$ cat src/rtl/fft_stream_pkg.sv
// Shared definitions for the FFT streaming framer: FSM encoding, default sizes
// and the width of a squared-magnitude power value.
package fft_stream_pkg;

    typedef logic [0:0] framer_state_t;

    localparam framer_state_t ST_IDLE = 1'b0;
    localparam framer_state_t ST_RUN  = 1'b1;

    localparam int DEF_DATA_W   = 16;
    localparam int DEF_OUT_W    = 25;
    localparam int DEF_LOG2_PTS = 10;
    localparam int DEF_FIFO_AW  = 4;

    // re^2 + im^2 of two signed OUT_W values needs one carry bit above 2*OUT_W.
    function automatic int POW_W(input int out_w);
        return 2 * out_w + 1;
    endfunction

endpackage

$ cat src/rtl/fft_sample_fifo.sv
// Show-ahead synchronous FIFO buffering audio samples ahead of the FFT core.
module fft_sample_fifo
    import fft_stream_pkg::*;
#(
    parameter int DATA_W  = DEF_DATA_W,
    parameter int FIFO_AW = DEF_FIFO_AW
) (
    input  logic              clk,
    input  logic              reset_n,
    input  logic              push,
    input  logic [DATA_W-1:0] wdata,
    input  logic              pop,
    output logic [DATA_W-1:0] rdata,
    output logic              full,
    output logic              empty,
    output logic [FIFO_AW:0]  count
);

    localparam int DEPTH = 1 << FIFO_AW;

    logic [DATA_W-1:0]  mem [DEPTH];
    logic [FIFO_AW-1:0] wr_ptr;
    logic [FIFO_AW-1:0] rd_ptr;
    logic               do_push;
    logic               do_pop;

    // Fullness is judged on the start-of-cycle count, so a same-cycle pop never makes room.
    assign full    = (count == (FIFO_AW + 1)'(DEPTH));
    assign empty   = (count == '0);
    assign do_push = push && !full;
    assign do_pop  = pop && !empty;
    assign rdata   = mem[rd_ptr];

    always_ff @(posedge clk) begin
        if (do_push) begin
            mem[wr_ptr] <= wdata;
        end
    end

    always_ff @(posedge clk) begin
        if (!reset_n) begin
            wr_ptr <= '0;
            rd_ptr <= '0;
            count  <= '0;
        end else begin
            if (do_push) begin
                wr_ptr <= wr_ptr + FIFO_AW'(1);
            end
            if (do_pop) begin
                rd_ptr <= rd_ptr + FIFO_AW'(1);
            end
            case ({do_push, do_pop})
                2'b10:   count <= count + (FIFO_AW + 1)'(1);
                2'b01:   count <= count - (FIFO_AW + 1)'(1);
                default: count <= count;
            endcase
        end
    end

endmodule

$ cat src/rtl/fft_stream_framer.sv
// Frames an unstallable audio stream into N-point FFT input frames and picks the
// strongest positive-frequency bin from each complete output frame.
module fft_stream_framer
    import fft_stream_pkg::*;
#(
    parameter int DATA_W   = DEF_DATA_W,
    parameter int OUT_W    = DEF_OUT_W,
    parameter int LOG2_PTS = DEF_LOG2_PTS,
    parameter int FIFO_AW  = DEF_FIFO_AW
) (
    input  logic                        clk,
    input  logic                        reset_n,
    input  logic                        enable,
    input  logic                        in_valid,
    input  logic [DATA_W-1:0]           in_data,
    output logic                        sink_valid,
    input  logic                        sink_ready,
    output logic                        sink_sop,
    output logic                        sink_eop,
    output logic [DATA_W-1:0]           sink_real,
    output logic [DATA_W-1:0]           sink_imag,
    output logic [LOG2_PTS:0]           fftpts,
    input  logic                        source_valid,
    output logic                        source_ready,
    input  logic                        source_sop,
    input  logic                        source_eop,
    input  logic signed [OUT_W-1:0]     source_real,
    input  logic signed [OUT_W-1:0]     source_imag,
    output logic                        peak_valid,
    output logic [LOG2_PTS-1:0]         peak_bin,
    output logic [POW_W(OUT_W)-1:0]     peak_power,
    output logic                        overflow,
    output logic                        frame_error
);

    localparam int PW = POW_W(OUT_W);
    localparam int N  = 1 << LOG2_PTS;
    localparam logic [LOG2_PTS-1:0] LAST_IDX = '1;

    logic [DATA_W-1:0]   fifo_rdata;
    logic                fifo_full;
    logic                fifo_empty;
    logic [FIFO_AW:0]    fifo_count;
    framer_state_t       state;
    logic [LOG2_PTS-1:0] index;
    logic                sink_beat;

    fft_sample_fifo #(
        .DATA_W  (DATA_W),
        .FIFO_AW (FIFO_AW)
    ) u_fifo (
        .clk     (clk),
        .reset_n (reset_n),
        .push    (in_valid),
        .wdata   (in_data),
        .pop     (sink_beat),
        .rdata   (fifo_rdata),
        .full    (fifo_full),
        .empty   (fifo_empty),
        .count   (fifo_count)
    );

    assert property (@(posedge clk) disable iff (!reset_n) fifo_empty == (fifo_count == '0));

    // Sideband is qualified by sink_valid so everything reads zero when nothing is offered.
    assign sink_valid = (state == ST_RUN) && !fifo_empty;
    assign sink_beat  = sink_valid && sink_ready;
    assign sink_real  = sink_valid ? fifo_rdata : '0;
    assign sink_sop   = sink_valid && (index == '0);
    assign sink_eop   = sink_valid && (index == LAST_IDX);
    assign sink_imag  = '0;
    assign fftpts     = (LOG2_PTS + 1)'(N);

    always_ff @(posedge clk) begin
        if (!reset_n) begin
            state    <= ST_IDLE;
            index    <= '0;
            overflow <= 1'b0;
        end else begin
            if (in_valid && fifo_full) begin
                overflow <= 1'b1;
            end
            if (sink_beat) begin
                index <= index + LOG2_PTS'(1);
            end
            case (state)
                ST_IDLE: if (enable) state <= ST_RUN;
                ST_RUN:  if (sink_beat && (index == LAST_IDX) && !enable) state <= ST_IDLE;
                default: state <= ST_IDLE;
            endcase
        end
    end

    logic [LOG2_PTS-1:0]        bin_cnt;
    logic [LOG2_PTS-1:0]        beat_bin;
    logic signed [2*OUT_W-1:0]  re_sq;
    logic signed [2*OUT_W-1:0]  im_sq;
    logic [PW-1:0]              beat_pow;
    logic                       p1_valid;
    logic                       p1_sop;
    logic                       p1_eop;
    logic [LOG2_PTS-1:0]        p1_bin;
    logic [PW-1:0]              p1_pow;

    assign beat_bin = source_sop ? '0 : bin_cnt;
    assign re_sq    = source_real * source_real;
    assign im_sq    = source_imag * source_imag;
    assign beat_pow = {1'b0, re_sq} + {1'b0, im_sq};

    always_ff @(posedge clk) begin
        if (!reset_n) begin
            source_ready <= 1'b0;
            bin_cnt      <= '0;
            p1_valid     <= 1'b0;
            p1_sop       <= 1'b0;
            p1_eop       <= 1'b0;
            p1_bin       <= '0;
            p1_pow       <= '0;
        end else begin
            source_ready <= 1'b1;
            p1_valid     <= source_valid;
            if (source_valid) begin
                bin_cnt <= beat_bin + LOG2_PTS'(1);
                p1_sop  <= source_sop;
                p1_eop  <= source_eop;
                p1_bin  <= beat_bin;
                p1_pow  <= beat_pow;
            end
        end
    end

    logic [PW-1:0]       max_pow;
    logic [PW-1:0]       nxt_pow;
    logic [LOG2_PTS-1:0] max_bin;
    logic [LOG2_PTS-1:0] nxt_bin;
    logic                candidate;

    // Only bins 1..N/2-1 compete; strict compare keeps the lower bin on ties.
    assign candidate = (p1_bin != '0) && !p1_bin[LOG2_PTS-1];

    always_comb begin
        nxt_pow = p1_sop ? '0 : max_pow;
        nxt_bin = p1_sop ? '0 : max_bin;
        if (candidate && (p1_pow > nxt_pow)) begin
            nxt_pow = p1_pow;
            nxt_bin = p1_bin;
        end
    end

    always_ff @(posedge clk) begin
        if (!reset_n) begin
            max_pow     <= '0;
            max_bin     <= '0;
            peak_valid  <= 1'b0;
            peak_bin    <= '0;
            peak_power  <= '0;
            frame_error <= 1'b0;
        end else begin
            peak_valid <= 1'b0;
            if (p1_valid) begin
                max_pow <= nxt_pow;
                max_bin <= nxt_bin;
                if (p1_eop) begin
                    if (p1_bin == LAST_IDX) begin
                        peak_valid <= 1'b1;
                        peak_bin   <= nxt_bin;
                        peak_power <= nxt_pow;
                    end else begin
                        frame_error <= 1'b1;
                    end
                end
            end
        end
    end

endmodule

$ cat config.mk
export PLATFORM = sky130hd
export DESIGN_NAME = fft_stream_framer
export DESIGN_NICKNAME = d
export VERILOG_FILES = /design/src/rtl/fft_stream_pkg.sv /design/src/rtl/fft_sample_fifo.sv /design/src/rtl/fft_stream_framer.sv
export SDC_FILE = /design/constraint.sdc
export NUM_CORES = 2
export LEC_CHECK = 0
export CORE_ASPECT_RATIO = 1.75
export CORE_MARGIN = 3
export CORE_UTILIZATION = 40
export DETAILED_ROUTE_END_ITERATION = 12
export HOLD_SLACK_MARGIN = 0.12
export PLACE_DENSITY_LB_ADDON = 0.15
export SYNTH_ARGS = -nofsm -noshare
export SYNTH_HDL_FRONTEND = slang
export SYNTH_SLANG_ARGS = --single-unit
$ cat constraint.sdc
create_clock -name clk -period 13.4 [get_ports clk]
set_clock_uncertainty 0.05 [all_clocks]
set_input_delay 2.68 -clock clk [delete_from_list [all_inputs] [get_ports clk]]
set_output_delay 2.68 -clock clk [all_outputs]
set_load 0.01 [all_outputs]
==> results.toml <==
[cts]
cts_hold_repair.buffers = 0
cts_resized = 0
cts.sinks = 484
htree_levels = 2
cts_tree = "built"
post-cts-setup-buffers = 0
clockBufferDepth = 3
numCtsBuffers = 49
root_buffer = "clkbuf_16"
clkTransAtPathRegs_ns = 0.06
worstSkewPairLatency_ns = 0.64

[yosys]
synth_area_per_cell_um2 = 10.2
async_reset_ff_share_pct = 0
netlist_top_cells_count = "inv_1 (1,501), fa_1 (1,216), nand2_1 (483)"
synth_ff_type = "edfxtp_1"
synth-edff-count = 256
synthCells = 6330
ys_ff_latch = 484
yosysMostFrequentCell = "inv_1"
yosysSeqAreaShare_pct = 19.0
synthTopCellsByArea = "fa_1 (38%), edfxtp_1 (12%), inv_1 (8.8%)"
synth-warning-count = 0
synth_cell_types = 84
yosysTopAreaCell = "fa_1"
syn_area_um2 = 64300
yosysTopAreaCellShare_pct = 37.8

[critical_path]
cp_max_fo = 16
crit_arrival_ns = 12.56
path_buf_inv = 7
worstSetupStartpointType = "input port"
max_stage_delay_ns = 0.84
worst_ep_required_time_ns = 13.84
crit_path_top_delay_cell = "clkdlybuf4s50_1"
end_kind = "register"
crit_family = "adder cells"
path_common_cell = "fa_1"
crit_type = "in -> reg"

[global_routing]
use_met1_pct = 24.6
grt_max_degree = 123
grt_use_total_pct = 22.6
antenna_found_initial = 5
grt_overflow_total = 0
busiest_layer = "met2"
grt_pass1_vias = 49000
grt_util_met2_pct = 44.4
grt_pass1_wl_um = 284000
gr-usage-met3_pct = 1.57

[detailed_routing]
viasPerCell = 5.11
routed_wl_um = 181000
drt_iter0_drc = 2078
wl_per_cell_um = 21.3
final_antenna_net_count = 0
vias = 43500
firstDrtPassIters = 8
drc_errors = 0

[cells_and_area]
fillers = 15600
final_area_um2 = 69900
layout-drive-gt1-share_pct = 5.00
area_growth_pct = 8.63
utilization_pct = 43.7
nets = 8109

[placed_design]
numPortBuffers = 157
gp_congestion = 0.909
dp_hpwl_um = 149000
place_ws_ns = 0.731
postPlaceCellArea_um2 = 68200

[sta]
worst_slew_pin_slew_ns = 1.15
relSlewSlack_pct = 23.6
hold_viol = 0
finalSetupViolCount = 0
fin_crit_ns = 12.12
fin_ws_ns = 1.28
max_freq_mhz = 82.5
fin_crit_sh_pct = 90.4
slew_violations = 0
finalSetupTns_ns = 0
rsz0062_at_grt = "false"

[die]
fp.dieW_um = 309
core_um2 = 160000
rows = 194
pin_count = 185
start_util_pct = 40.3
chipHeight_um = 536
die_area_um2 = 166000

[status]
status = "finished clean"

[worst_hold_path]
worstHoldPathType = "reg -> reg"

[flow_run]
drv_cap = 0
-- path summary, 6_finish.rpt --
| kind | start | endpoint | slack [ns] | cells after the start |
|---|---|---|---|---|
| setup / recovery | source_real[11] | p1_pow[48] | 1.28 | 33 |
| hold / removal | max_bin[9] | max_bin[9] | 0.39 | 2 |
| setup reg to reg | p1_sop | max_pow[41] | 8.96 | 11 |
| hold reg to reg | max_bin[9] | max_bin[9] | 0.39 | 2 |
-- worst register-to-register path, stage by stage, from the launching register on --
cell and delay [ns]:
dfxtp_2 0.32, buf_4 0.50, nand2b_1 0.37, ha_1 0.20, nand4_1 0.19, or4_1 0.70
a21oi_1 0.29, o21ai_0 0.14, a31o_2 0.25, nor2_4 0.53, buf_4 0.56, a221o_1 0.27
-- cells by family after synthesis --
family | synth area share, %
mux | 3.42
flops | 19.0
xor+xnor | 2.48
fa+ha+maj | 45.9
compound gates | 7.35
buf+inv | 10.7
other cells | 0.0117
simple gates | 11.1
-- stage by stage --
step           hold slack (ns)  std cells
4_1_cts                  0.388       8500
3_5_place_dp             0.376       8411
2_1_floorplan            0.362       6355
5_1_grt                  0.413       8501
6_report                 0.387       8502
3_3_place_gp             0.374       8411
-- layer usage --
| layer | share of wire, % | wire [µm] | vias up |
|---|---|---|---|
| met4 | 4.8 | 8650 | 2 |
| met2 | 56 | 102000 | 834 |
| met3 | 2.6 | 4700 | 300 |
| li1 | - | - | 19800 |
| met1 | 36 | 65700 | 22500 |
| met5 | 0.0055 | 10 | - |
-- cell type report --
| class | instances | area, µm² | share of cell area, % |
|---|---|---|---|
| Antenna cell | 2 | 5.00 | 0.00716 |
| Inverter | 1502 | 5640 | 8.08 |
| Clock buffer | 68 | 1380 | 1.97 |
| Multi-Input combinational cell | 4100 | 45300 | 64.9 |
| Tap cell | 2058 | 2570 | 3.69 |
| Timing Repair Buffer | 267 | 2400 | 3.44 |
| Clock inverter | 21 | 263 | 0.376 |
| Sequential cell | 484 | 12300 | 17.5 |
-- flip-flops by register name, summed over array words and instances (netlist names), 4 cells and up, named ones only --
| signal | flops |
|---|---|
| u_fifo.mem | 256 |
| max_pow | 51 |
| p1_pow | 51 |
| peak_power | 51 |
| bin_cnt | 10 |
| index | 10 |
| max_bin | 10 |
| p1_bin | 10 |
| peak_bin | 10 |
| u_fifo.count | 5 |
| u_fifo.rd_ptr | 4 |
| u_fifo.wr_ptr | 4 |
-- layout by cell type (no fill, tap or decap), types with 50 or more instances in the layout --
cell | Yosys | layout
inv_1 | 1501 | 1500
fa_1 | 1216 | 1216
nand2_1 | 483 | 483
ha_1 | 415 | 415
edfxtp_1 | 256 | 256
a21oi_1 | 232 | 232
and2_1 | 231 | 231
dfxtp_1 | 228 | 223
nor2_1 | 220 | 219
clkdlybuf4s50_1 | 0 | 155
o21ai_0 | 150 | 150
xnor2_1 | 138 | 138
nor2b_1 | 118 | 118
buf_4 | 28 | 110
a21o_1 | 98 | 98
nand2b_1 | 88 | 88
mux4_2 | 80 | 80
nor3b_1 | 67 | 67
a221o_1 | 61 | 61
nand3_1 | 52 | 52
clkbuf_16 | 0 | 50
Power is not shown: default switching activity piles up to over one toggle a cycle in this logic, so the estimate is an artifact.
